[config.mk]
export PLATFORM = sky130hd
export DESIGN_NAME = dfr0520_spi_rx
export DESIGN_NICKNAME = d
export VERILOG_FILES = /design/src/rtl/dfr0520_pkg.sv /design/src/rtl/dfr0520_sync_edge.sv /design/src/rtl/dfr0520_spi_rx.sv
export SDC_FILE = /design/constraint.sdc
export NUM_CORES = 1
export LEC_CHECK = 0
export ABC_CLOCK_PERIOD_IN_PS = 2100
export CAP_MARGIN = 40
export CORE_MARGIN = 4
export CORE_UTILIZATION = 43
export CTS_CLUSTER_DIAMETER = 100
export DETAILED_ROUTE_END_ITERATION = 10
export GPL_ROUTABILITY_DRIVEN = 0
export PLACE_DENSITY = 0.76
export SETUP_SLACK_MARGIN = 0.4
export SYNTH_ARGS = -nofsm -noshare
export SYNTH_HDL_FRONTEND = slang
export SYNTH_SLANG_ARGS = --single-unit
export TNS_END_PERCENT = 5
[constraint.sdc]
create_clock -name clk_in -period 2.1 [get_ports clk_in]
set_input_delay 0.42 -clock clk_in [delete_from_list [all_inputs] [get_ports clk_in]]
set_output_delay 0.42 -clock clk_in [all_outputs]
set_load 0.005 [all_outputs]
[src/rtl/dfr0520_pkg.sv]
// -----------------------------------------------------------------------------
// dfr0520_pkg
// Shared definitions for the DFR0520 digital potentiometer SPI link. The
// transmitter and receiver both use these command encodings and the FSM type.
// -----------------------------------------------------------------------------
package dfr0520_pkg;

   // Command field encodings (frame bits [13:12]).
   localparam logic [1:0] CMD_NOP   = 2'b00;
   localparam logic [1:0] CMD_WRITE = 2'b01;
   localparam logic [1:0] CMD_SHDN  = 2'b10;

   // Receiver frame FSM.
   typedef enum logic [1:0] {
      ST_IDLE  = 2'b00,
      ST_SHIFT = 2'b01,
      ST_CHECK = 2'b10
   } state_t;

   // Meaningful fields of a received 16-bit frame.
   typedef struct packed {
      logic [1:0] cmd;
      logic [1:0] sel;
      logic [7:0] data;
   } frame_t;

   // Extract cmd/sel/data from the raw shift register contents.
   function automatic frame_t decode_frame(input logic [1:0] cmd_bits,
                                           input logic [1:0] sel_bits,
                                           input logic [7:0] data_bits);
      frame_t f;
      f.cmd  = cmd_bits;
      f.sel  = sel_bits;
      f.data = data_bits;
      return f;
   endfunction

endpackage

[src/rtl/dfr0520_sync_edge.sv]
// -----------------------------------------------------------------------------
// dfr0520_sync_edge
// Multi-flop synchronizer for W asynchronous lanes, with rising/falling edge
// strobes on the most significant lane.
//   clk_i   system clock
//   rst_ni  asynchronous active-low reset; all lanes load RST_VAL
//   d_i     asynchronous inputs
//   sync_o  synchronized copies of d_i (STAGES cycles late)
//   rise_o  one-cycle strobe: lane W-1 went 0 -> 1
//   fall_o  one-cycle strobe: lane W-1 went 1 -> 0
// Extra lanes ride through the same chain so data stays aligned with the
// edge lane (MOSI travels alongside SCK).
// -----------------------------------------------------------------------------
module dfr0520_sync_edge #(
   parameter int           W       = 1,
   parameter int           STAGES  = 2,
   parameter logic [W-1:0] RST_VAL = '0
) (
   input  logic         clk_i,
   input  logic         rst_ni,
   input  logic [W-1:0] d_i,
   output logic [W-1:0] sync_o,
   output logic         rise_o,
   output logic         fall_o
);

   logic [W-1:0] pipe_q [STAGES];
   logic         prev_q;

   // Synchronizer chain plus one history flop of the edge lane.
   always_ff @(posedge clk_i or negedge rst_ni) begin
      if (!rst_ni) begin
         for (int i = 0; i < STAGES; i++) begin
            pipe_q[i] <= RST_VAL;
         end
         prev_q <= RST_VAL[W-1];
      end else begin
         pipe_q[0] <= d_i;
         for (int i = 1; i < STAGES; i++) begin
            pipe_q[i] <= pipe_q[i-1];
         end
         prev_q <= pipe_q[STAGES-1][W-1];
      end
   end

   assign sync_o = pipe_q[STAGES-1];
   assign rise_o = sync_o[W-1] & ~prev_q;
   assign fall_o = ~sync_o[W-1] & prev_q;

endmodule

[src/rtl/dfr0520_spi_rx.sv]
// -----------------------------------------------------------------------------
// dfr0520_spi_rx
// SPI slave receiver for the DFR0520 dual digital potentiometer. Frames are
// 16 bits MSB first: [13:12] cmd, [9:8] sel, [7:0] data.
//   clk_in       system clock
//   rst_n        asynchronous active-low reset
//   CS/SCK/MOSI  SPI pins (asynchronous to clk_in, SCK <= clk_in/4)
//   wiper0/1     current wiper codes
//   shdn         per-channel shutdown flags (bit0 = channel 0)
//   cmd_out/sel_out/data_out  fields of the last valid frame
//   frame_valid  one-cycle pulse when a frame is accepted
//   frame_err    one-cycle pulse when a frame is discarded (wrong bit count)
// All outputs are registered.
// -----------------------------------------------------------------------------
module dfr0520_spi_rx
   import dfr0520_pkg::*;
#(
   parameter int         FRAME_BITS  = 16,
   parameter logic [7:0] RESET_WIPER = 8'h80,
   parameter int         SYNC_STAGES = 2
) (
   input  logic       clk_in,
   input  logic       rst_n,
   input  logic       CS,
   input  logic       SCK,
   input  logic       MOSI,
   output logic [7:0] wiper0,
   output logic [7:0] wiper1,
   output logic [1:0] shdn,
   output logic [1:0] cmd_out,
   output logic [1:0] sel_out,
   output logic [7:0] data_out,
   output logic       frame_valid,
   output logic       frame_err
);

   localparam logic [4:0] FRAME_CNT = 5'(FRAME_BITS);

   logic       cs_sync_s, cs_rise_s, cs_fall_s;
   logic [1:0] sck_mosi_sync_s;
   logic       sck_rise_s, sck_fall_unused_s;
   logic       mosi_s;
   logic [3:0] dc_unused_s;
   frame_t     frame_s;

   state_t      state_q,  state_d;
   logic [15:0] shift_q,  shift_d;
   logic [4:0]  cnt_q,    cnt_d;
   logic [7:0]  wiper0_q, wiper0_d;
   logic [7:0]  wiper1_q, wiper1_d;
   logic [1:0]  shdn_q,   shdn_d;
   logic [1:0]  cmd_q,    cmd_d;
   logic [1:0]  sel_q,    sel_d;
   logic [7:0]  data_q,   data_d;
   logic        valid_q,  valid_d;
   logic        err_q,    err_d;

   // CS idles high, so its chain resets to 1 to avoid a false falling edge.
   dfr0520_sync_edge #(
      .W       (1),
      .STAGES  (SYNC_STAGES),
      .RST_VAL (1'b1)
   ) u_sync_cs (
      .clk_i  (clk_in),
      .rst_ni (rst_n),
      .d_i    (CS),
      .sync_o (cs_sync_s),
      .rise_o (cs_rise_s),
      .fall_o (cs_fall_s)
   );

   // MOSI shares the SCK chain so the sampled bit lines up with the SCK edge.
   dfr0520_sync_edge #(
      .W       (2),
      .STAGES  (SYNC_STAGES),
      .RST_VAL (2'b00)
   ) u_sync_sck (
      .clk_i  (clk_in),
      .rst_ni (rst_n),
      .d_i    ({SCK, MOSI}),
      .sync_o (sck_mosi_sync_s),
      .rise_o (sck_rise_s),
      .fall_o (sck_fall_unused_s)
   );

   assign mosi_s      = sck_mosi_sync_s[0];
   assign dc_unused_s = {shift_q[15:14], shift_q[11:10]};
   assign frame_s     = decode_frame(shift_q[13:12], shift_q[9:8], shift_q[7:0]);

   // Next-state logic: frame capture, length check and channel updates.
   always_comb begin
      state_d  = state_q;
      shift_d  = shift_q;
      cnt_d    = cnt_q;
      wiper0_d = wiper0_q;
      wiper1_d = wiper1_q;
      shdn_d   = shdn_q;
      cmd_d    = cmd_q;
      sel_d    = sel_q;
      data_d   = data_q;
      valid_d  = 1'b0;
      err_d    = 1'b0;

      case (state_q)
         ST_IDLE: begin
            if (cs_fall_s) begin
               state_d = ST_SHIFT;
               shift_d = 16'h0000;
               cnt_d   = 5'd0;
            end else begin
               state_d = ST_IDLE;
            end
         end

         ST_SHIFT: begin
            if (cs_rise_s) begin
               state_d = ST_CHECK;
            end else if (sck_rise_s && !cs_sync_s) begin
               shift_d = {shift_q[14:0], mosi_s};
               // Saturate so overlong frames can never wrap back to a valid count.
               if (cnt_q != 5'd31) begin
                  cnt_d = cnt_q + 5'd1;
               end else begin
                  cnt_d = cnt_q;
               end
            end else begin
               state_d = ST_SHIFT;
            end
         end

         ST_CHECK: begin
            state_d = ST_IDLE;
            if (cnt_q == FRAME_CNT) begin
               valid_d = 1'b1;
               cmd_d   = frame_s.cmd;
               sel_d   = frame_s.sel;
               data_d  = frame_s.data;
               case (frame_s.cmd)
                  CMD_WRITE: begin
                     if (frame_s.sel[0]) begin
                        wiper0_d  = frame_s.data;
                        shdn_d[0] = 1'b0;
                     end else begin
                        wiper0_d  = wiper0_q;
                     end
                     if (frame_s.sel[1]) begin
                        wiper1_d  = frame_s.data;
                        shdn_d[1] = 1'b0;
                     end else begin
                        wiper1_d  = wiper1_q;
                     end
                  end
                  CMD_SHDN: begin
                     shdn_d = shdn_q | frame_s.sel;
                  end
                  CMD_NOP: begin
                     shdn_d = shdn_q;
                  end
                  default: begin
                     shdn_d = shdn_q;
                  end
               endcase
            end else begin
               err_d = 1'b1;
            end
         end

         default: begin
            state_d = ST_IDLE;
         end
      endcase
   end

   // State and output registers.
   always_ff @(posedge clk_in or negedge rst_n) begin
      if (!rst_n) begin
         state_q  <= ST_IDLE;
         shift_q  <= 16'h0000;
         cnt_q    <= 5'd0;
         wiper0_q <= RESET_WIPER;
         wiper1_q <= RESET_WIPER;
         shdn_q   <= 2'b00;
         cmd_q    <= 2'b00;
         sel_q    <= 2'b00;
         data_q   <= 8'h00;
         valid_q  <= 1'b0;
         err_q    <= 1'b0;
      end else begin
         state_q  <= state_d;
         shift_q  <= shift_d;
         cnt_q    <= cnt_d;
         wiper0_q <= wiper0_d;
         wiper1_q <= wiper1_d;
         shdn_q   <= shdn_d;
         cmd_q    <= cmd_d;
         sel_q    <= sel_d;
         data_q   <= data_d;
         valid_q  <= valid_d;
         err_q    <= err_d;
      end
   end

   assign wiper0      = wiper0_q;
   assign wiper1      = wiper1_q;
   assign shdn        = shdn_q;
   assign cmd_out     = cmd_q;
   assign sel_out     = sel_q;
   assign data_out    = data_q;
   assign frame_valid = valid_q;
   assign frame_err   = err_q;

endmodule

Yosys cells after proc, flatten, opt, wreduce, memory -nomap -nowiden --
Cells that the tools add are included.
Word-level totals: bits in registers 61, latch bits 0, RAM bits 0, ROM bits 0, input bits 5, word-level logic and storage cells 71, memories kept 0
Operators by class: add/sub/neg operators 1, multiply operators 0, div/mod/pow operators 0, magnitude comparators 0, equal/unequal tests 13, shifts and indexed selects 0, multiplexer cells 20, bitwise logic cells 7, reduce and logical (&&, ||, !) cells 12
Operators by type and width (number):
- $mux 14 | 3
- $pmux 14 s2 | 1
- $mux 5 | 4
- $reduce_and 4->1 | 5
- $ne 2x2->1 const B | 6
- $pmux 5 s2 | 1
- $pmux 2 s2 | 2
- $mux 1 | 7
- $add 5x1->5 const B | 1
- $eq 5x5->1 const B | 1
- $ne 5x5->1 const B | 1
- $reduce_and 5->1 | 1
- $eq 2x1->1 const B | 2
- $eq 2x2->1 const B | 2
- $mux 2 | 2
- $reduce_bool 2->1 | 2
- $and 1x1->1 | 3
- $ne 3x3->1 const B | 1
- $not 1->1 | 3
- $logic_not 2->1 | 1
- $or 2x2->2 | 1
- $reduce_and 2->1 | 1
- $logic_and 1x1->1 | 1
- $logic_not 1->1 | 1

Longest topological paths before layout --
depth after elaboration 6, gate-level depth with buffers 7, gate-level depth less buffers 6

Cells and area by module --
From an unflattened synthesis, not the netlist that was laid out.
Unflattened totals: cell total of the unflattened synthesis 207, area total of the unflattened synthesis 2612.5 um^2
Modules (own cells, without submodules):
- dfr0520_spi_rx | times used 1, cells an instance 193, area an instance 2363.5 um^2, sequential area each 1328.8 um^2
- dfr0520_sync_edge (u_sync_sck) | times used 1, cells an instance 9, area an instance 155.1 um^2, sequential area each 125.1 um^2
- dfr0520_sync_edge (u_sync_cs) | times used 1, cells an instance 5, area an instance 93.8 um^2, sequential area each 78.8 um^2

Worst setup path after synthesis --
No wires, ideal clock.
kind reg2reg, start register cnt_q[0], end register cnt_q[2], library setup time 0.121 ns, arrival 1.755 ns, data required time 1.979 ns, setup slack 0.224 ns, cell stages (with the launch flop) 7, path buffers 0, clock period less this slack 1.876 ns, path through dfrtp_1 > ha_1 > and3_1 > ha_1 > nor4bb_1 > mux2_2 > a22o_1
On the way: word-level cells in the longest chain between the ends 5, elaborated cells between the ends (all ways) 8
Ends and longest elaborated chain:
- start: declaration | RTL line dfr0520_spi_rx.sv:48 | logic [4:0] cnt_q, cnt_d;
- start signal: assignment | RTL line dfr0520_spi_rx.sv:191 | cnt_q <= cnt_d;
- $add 5x1->5 | RTL line dfr0520_spi_rx.sv:122 | cnt_d = cnt_q + 5'd1;
- $mux 5 | RTL line dfr0520_spi_rx.sv:121 | if (cnt_q != 5'd31) begin
- $mux 5 | RTL line dfr0520_spi_rx.sv:118 | end else if (sck_rise_s && !cs_sync_s) begin
- $mux 5 | RTL line dfr0520_spi_rx.sv:116 | if (cs_rise_s) begin
- $pmux 5 s2 | RTL line dfr0520_spi_rx.sv:104 | case (state_q)
Parallel ways exist; a longest one is shown, timed or not. The select of a mux whose other input is x is not followed. A chain may end at the register's enable or synchronous reset.

Final worst setup path --
Same ends and word-level chain as after synthesis.

==> key figures <==
Synth
  • Mux cell area share after synthesis: 13.5%
  • Gate count after technology mapping: 207
  • Synth area leaders: dfrtp_1, mux2_2, mux2i_1
  • Most frequent cells after synthesis: dfrtp_1, o21ai_0, inv_1
  • EDFF count, synth: 0
  • Count leader, synth: dfrtp_1
  • Area share of the largest cell type after synthesis: 55.6%
  • Post-synth ARST share: 100%
  • Compound-Gate Fraction of Synth Area: 10.1%
  • Sequential share of the synthesized area: 60.8%
  • Synth Register Bits: 61
  • Simple-gate share of the synthesized area: 9.13%
  • Synthesized area: 2520 sq um
  • Ys flop type: dfrtp_1
  • Post-Syn Area per Cell: 12.2 sq um
  • Netlist cell types: 35
  • Largest family of logic cells by synthesized area: multiplexers
  • Syn_nets: 215
  • Post-synth top area cell: dfrtp_1
  • Synth Area in Adders: 1.49%
  • Syn. warnings: 0
  • Synth Area in XOR/XNOR: 0%

Critical path
  • Crit path capture type: flip-flop
  • WS Path Type: flip-flop to flip-flop
  • Slowest-stage cell, CP: dfrtp_1
  • Required time of the critical path: 2.32 ns
  • CP cell instances: ha_2 > and3_4 > ha_4 > nor4bb_4 > mux2_4 > a22o_1
  • Crit start category: flip-flop
  • Worst Path Max Fanout: 3
  • Critical path's top delay family: simple AND/OR/NAND/NOR gates
  • R2r setup slk: 0.22 ns
  • CP startpoint: cnt_q[0]
  • Critical path buffers and inverters: 0
  • Worst R2R Start: cnt_q[0]
  • Worst Path Arrival: 2.10 ns
  • Critical Path Max Stage Delay: 0.40 ns

STA
  • Period utilisation layout: 89.3%
  • Count of final max-slew check failures: 0
  • RSZ-0062 raised after global routing: true
  • Pin slew with the least headroom to its limit: 0.573 ns
  • Final min period: 1.88 ns
  • Hold slack: 0.0351 ns
  • Slew HR: 61.7%
  • Setup TNS: 0 ns
  • Fmax: 533 MHz
  • Setup-failing EPs final: 0
  • Final hold violations: 0
  • Layout Skew: 0.00917 ns

GRT
  • GR Util met3: 3.83%
  • Grt met2 use: 24.6%
  • Overflow after GRT: 0
  • GRT Max-Usage Layer: met2
  • M1 GR Usage: 22.3%
  • Vias in the first global route: 1776
  • Largest net degree at the start of global routing: 43
  • Antenna violations before repair: 0
  • First-pass GRT wire length: 9.10 mm
  • Overall fraction of global-route tracks in use: 16.4%

Detailed routing
  • Routed wire length: 5.50 mm
  • Post-route ant nets: 0
  • Starting DRT DRC Count: 101
  • WL per Instance: 16.5 um
  • Vias per cell: 5.26
  • DRC Markers: 0
  • Vias: 1756
  • DRT Pass-1 Iters: 5

Min path
  • Worst hold path type: input port to asynchronous set/reset pin

Clocking
  • Clock buffer depth: 2
  • Clock slew seen by the registers of the worst setup and hold paths: 0.06 ns
  • Latest clock arrival within the worst-skew pair: 0.34 ns
  • CTS Root Cell: clkbuf_8
  • CTS buffer count: 9
  • Clock sink count: 61
  • H-Tree Depth: 3
  • CTS Hold Bufs: 0
  • TritonCTS clock tree: done

Pwr
  • Static Leak: 0.00146 uW
  • Worst ir drop on vdd: 0.520 mV
  • Pwr Density: 868 nW/um^2
  • Final Total Pwr: 2900 uW

Floorplanning
  • Site Rows: 27
  • Initial Utilization: 45.0%
  • Die area: 7160 sq um
  • Die height: 84.6 um
  • Num ports: 37
  • Die Wd: 84.6 um
  • Core ar.: 5610 sq um

Final layout
  • Share of layout cells above drive strength 1: 22.9%
  • Synth-to-layout area growth: 32.5%
  • N_diodes: 0
  • # nets final: 265
  • Fin util: 59.6%
  • Final non-filler cell area: 3340 sq um
  • Fill cell count: 456

Placement
  • Hpwl dp: 3.62 mm
  • Buffers on Ports: 36
  • DP Area: 3010 sq um

Flow run
  • Max cap viols: 0

Run status
  • Status: complete, no violations
[layer usage]
layer / up-vias / share of wire [%]
met3: 12 / 4.4
met5: - / 0
li1: 817 / -
met4: 0 / 2.5
met1: 875 / 45
met2: 52 / 48
[cell type report]
| type | instances | area (sq um) | share of cell area, % |
|---|---|---|---|
| inverters | 20 | 75.1 | 2.25 |
| well taps | 72 | 90.1 | 2.70 |
| multi-input cells | 115 | 936 | 28.0 |
| flip-flops and latches | 61 | 1530 | 45.9 |
| clock inverters | 5 | 100 | 3.00 |
| repair buffers | 50 | 477 | 14.3 |
| clock buffers | 11 | 131 | 3.93 |
[path summary, 6_finish.rpt]
path,cells past startpoint,endpoint
hold / removal,1,u_sync_sck.prev_q
max in group asynchronous,2,wiper0[7]
setup reg to reg,6,cnt_q[2]
hold reg to reg,0,u_sync_sck.sync_o[0]
setup / recovery,6,cnt_q[2]
min in group clk_in,0,u_sync_sck.sync_o[0]
[cells by family after synthesis]
logic type | count (synthesis)
muxes | 32
DFF | 61
adders and majority gates | 3
buffers and inverters | 31
AOI/OAI and AO/OA | 42
and+or+nand+nor | 38
[sequential cells by signal, indices dropped and copies added, names as in the netlist, 2 cells and up]
signal	cells
sel_out	2
shdn	2
u_sync_sck.pipe_q	2
u_sync_sck.sync_o	2
wiper1	8
wiper0	8
data_out	8
shift_q	14
state_q	2
cmd_out	2
cnt_q	5
[worst reg2reg max path, cell delays in order, from the launching register on]
cell	delay, ns
dfrtp_1	0.40
ha_2	0.21
and3_4	0.16
ha_4	0.17
nor4bb_4	0.29
mux2_4	0.34
a22o_1	0.22
[cells in the final DEF, fill, tap and decap left out, drive strengths merged, types with 2 or more instances in the layout]
cell	n
a21oi	4
a32o	2
a41oi	2
buf	15
bufinv	3
clkbuf	11
clkdlybuf4s50	35
clkinv	2
dfrtp	56
dfstp	5
ha	3
inv	20
mux2	17
mux2i	15
nand2	19
nand2b	3
nand3b	2
nor2	2
nor2b	2
nor3	3
o21ai	26
o41ai	2
[where the power goes]
group	internal (uW)	leakage [uW]	switching, uW
logic	179	0.000526	178
clock network	785	0.000117	442
registers	1240	0.000815	76.1
total	2200	0.00146	697
[per-stage QoR]
step	std cells	worst slack, ns
final	334	0.224
after CTS	333	0.254
after global routing	334	0.172
after floorplan	207	0.268
after global placement	314	0.175
after detailed placement	314	0.134
[repair_timing]
action | CTS | global route
buffers inserted | 3 | 1
pin swaps | 2 | 1
setup endpoints to repair | 24 | 38
resized for setup | 6 | 4
(Power assumes the default switching activity.)
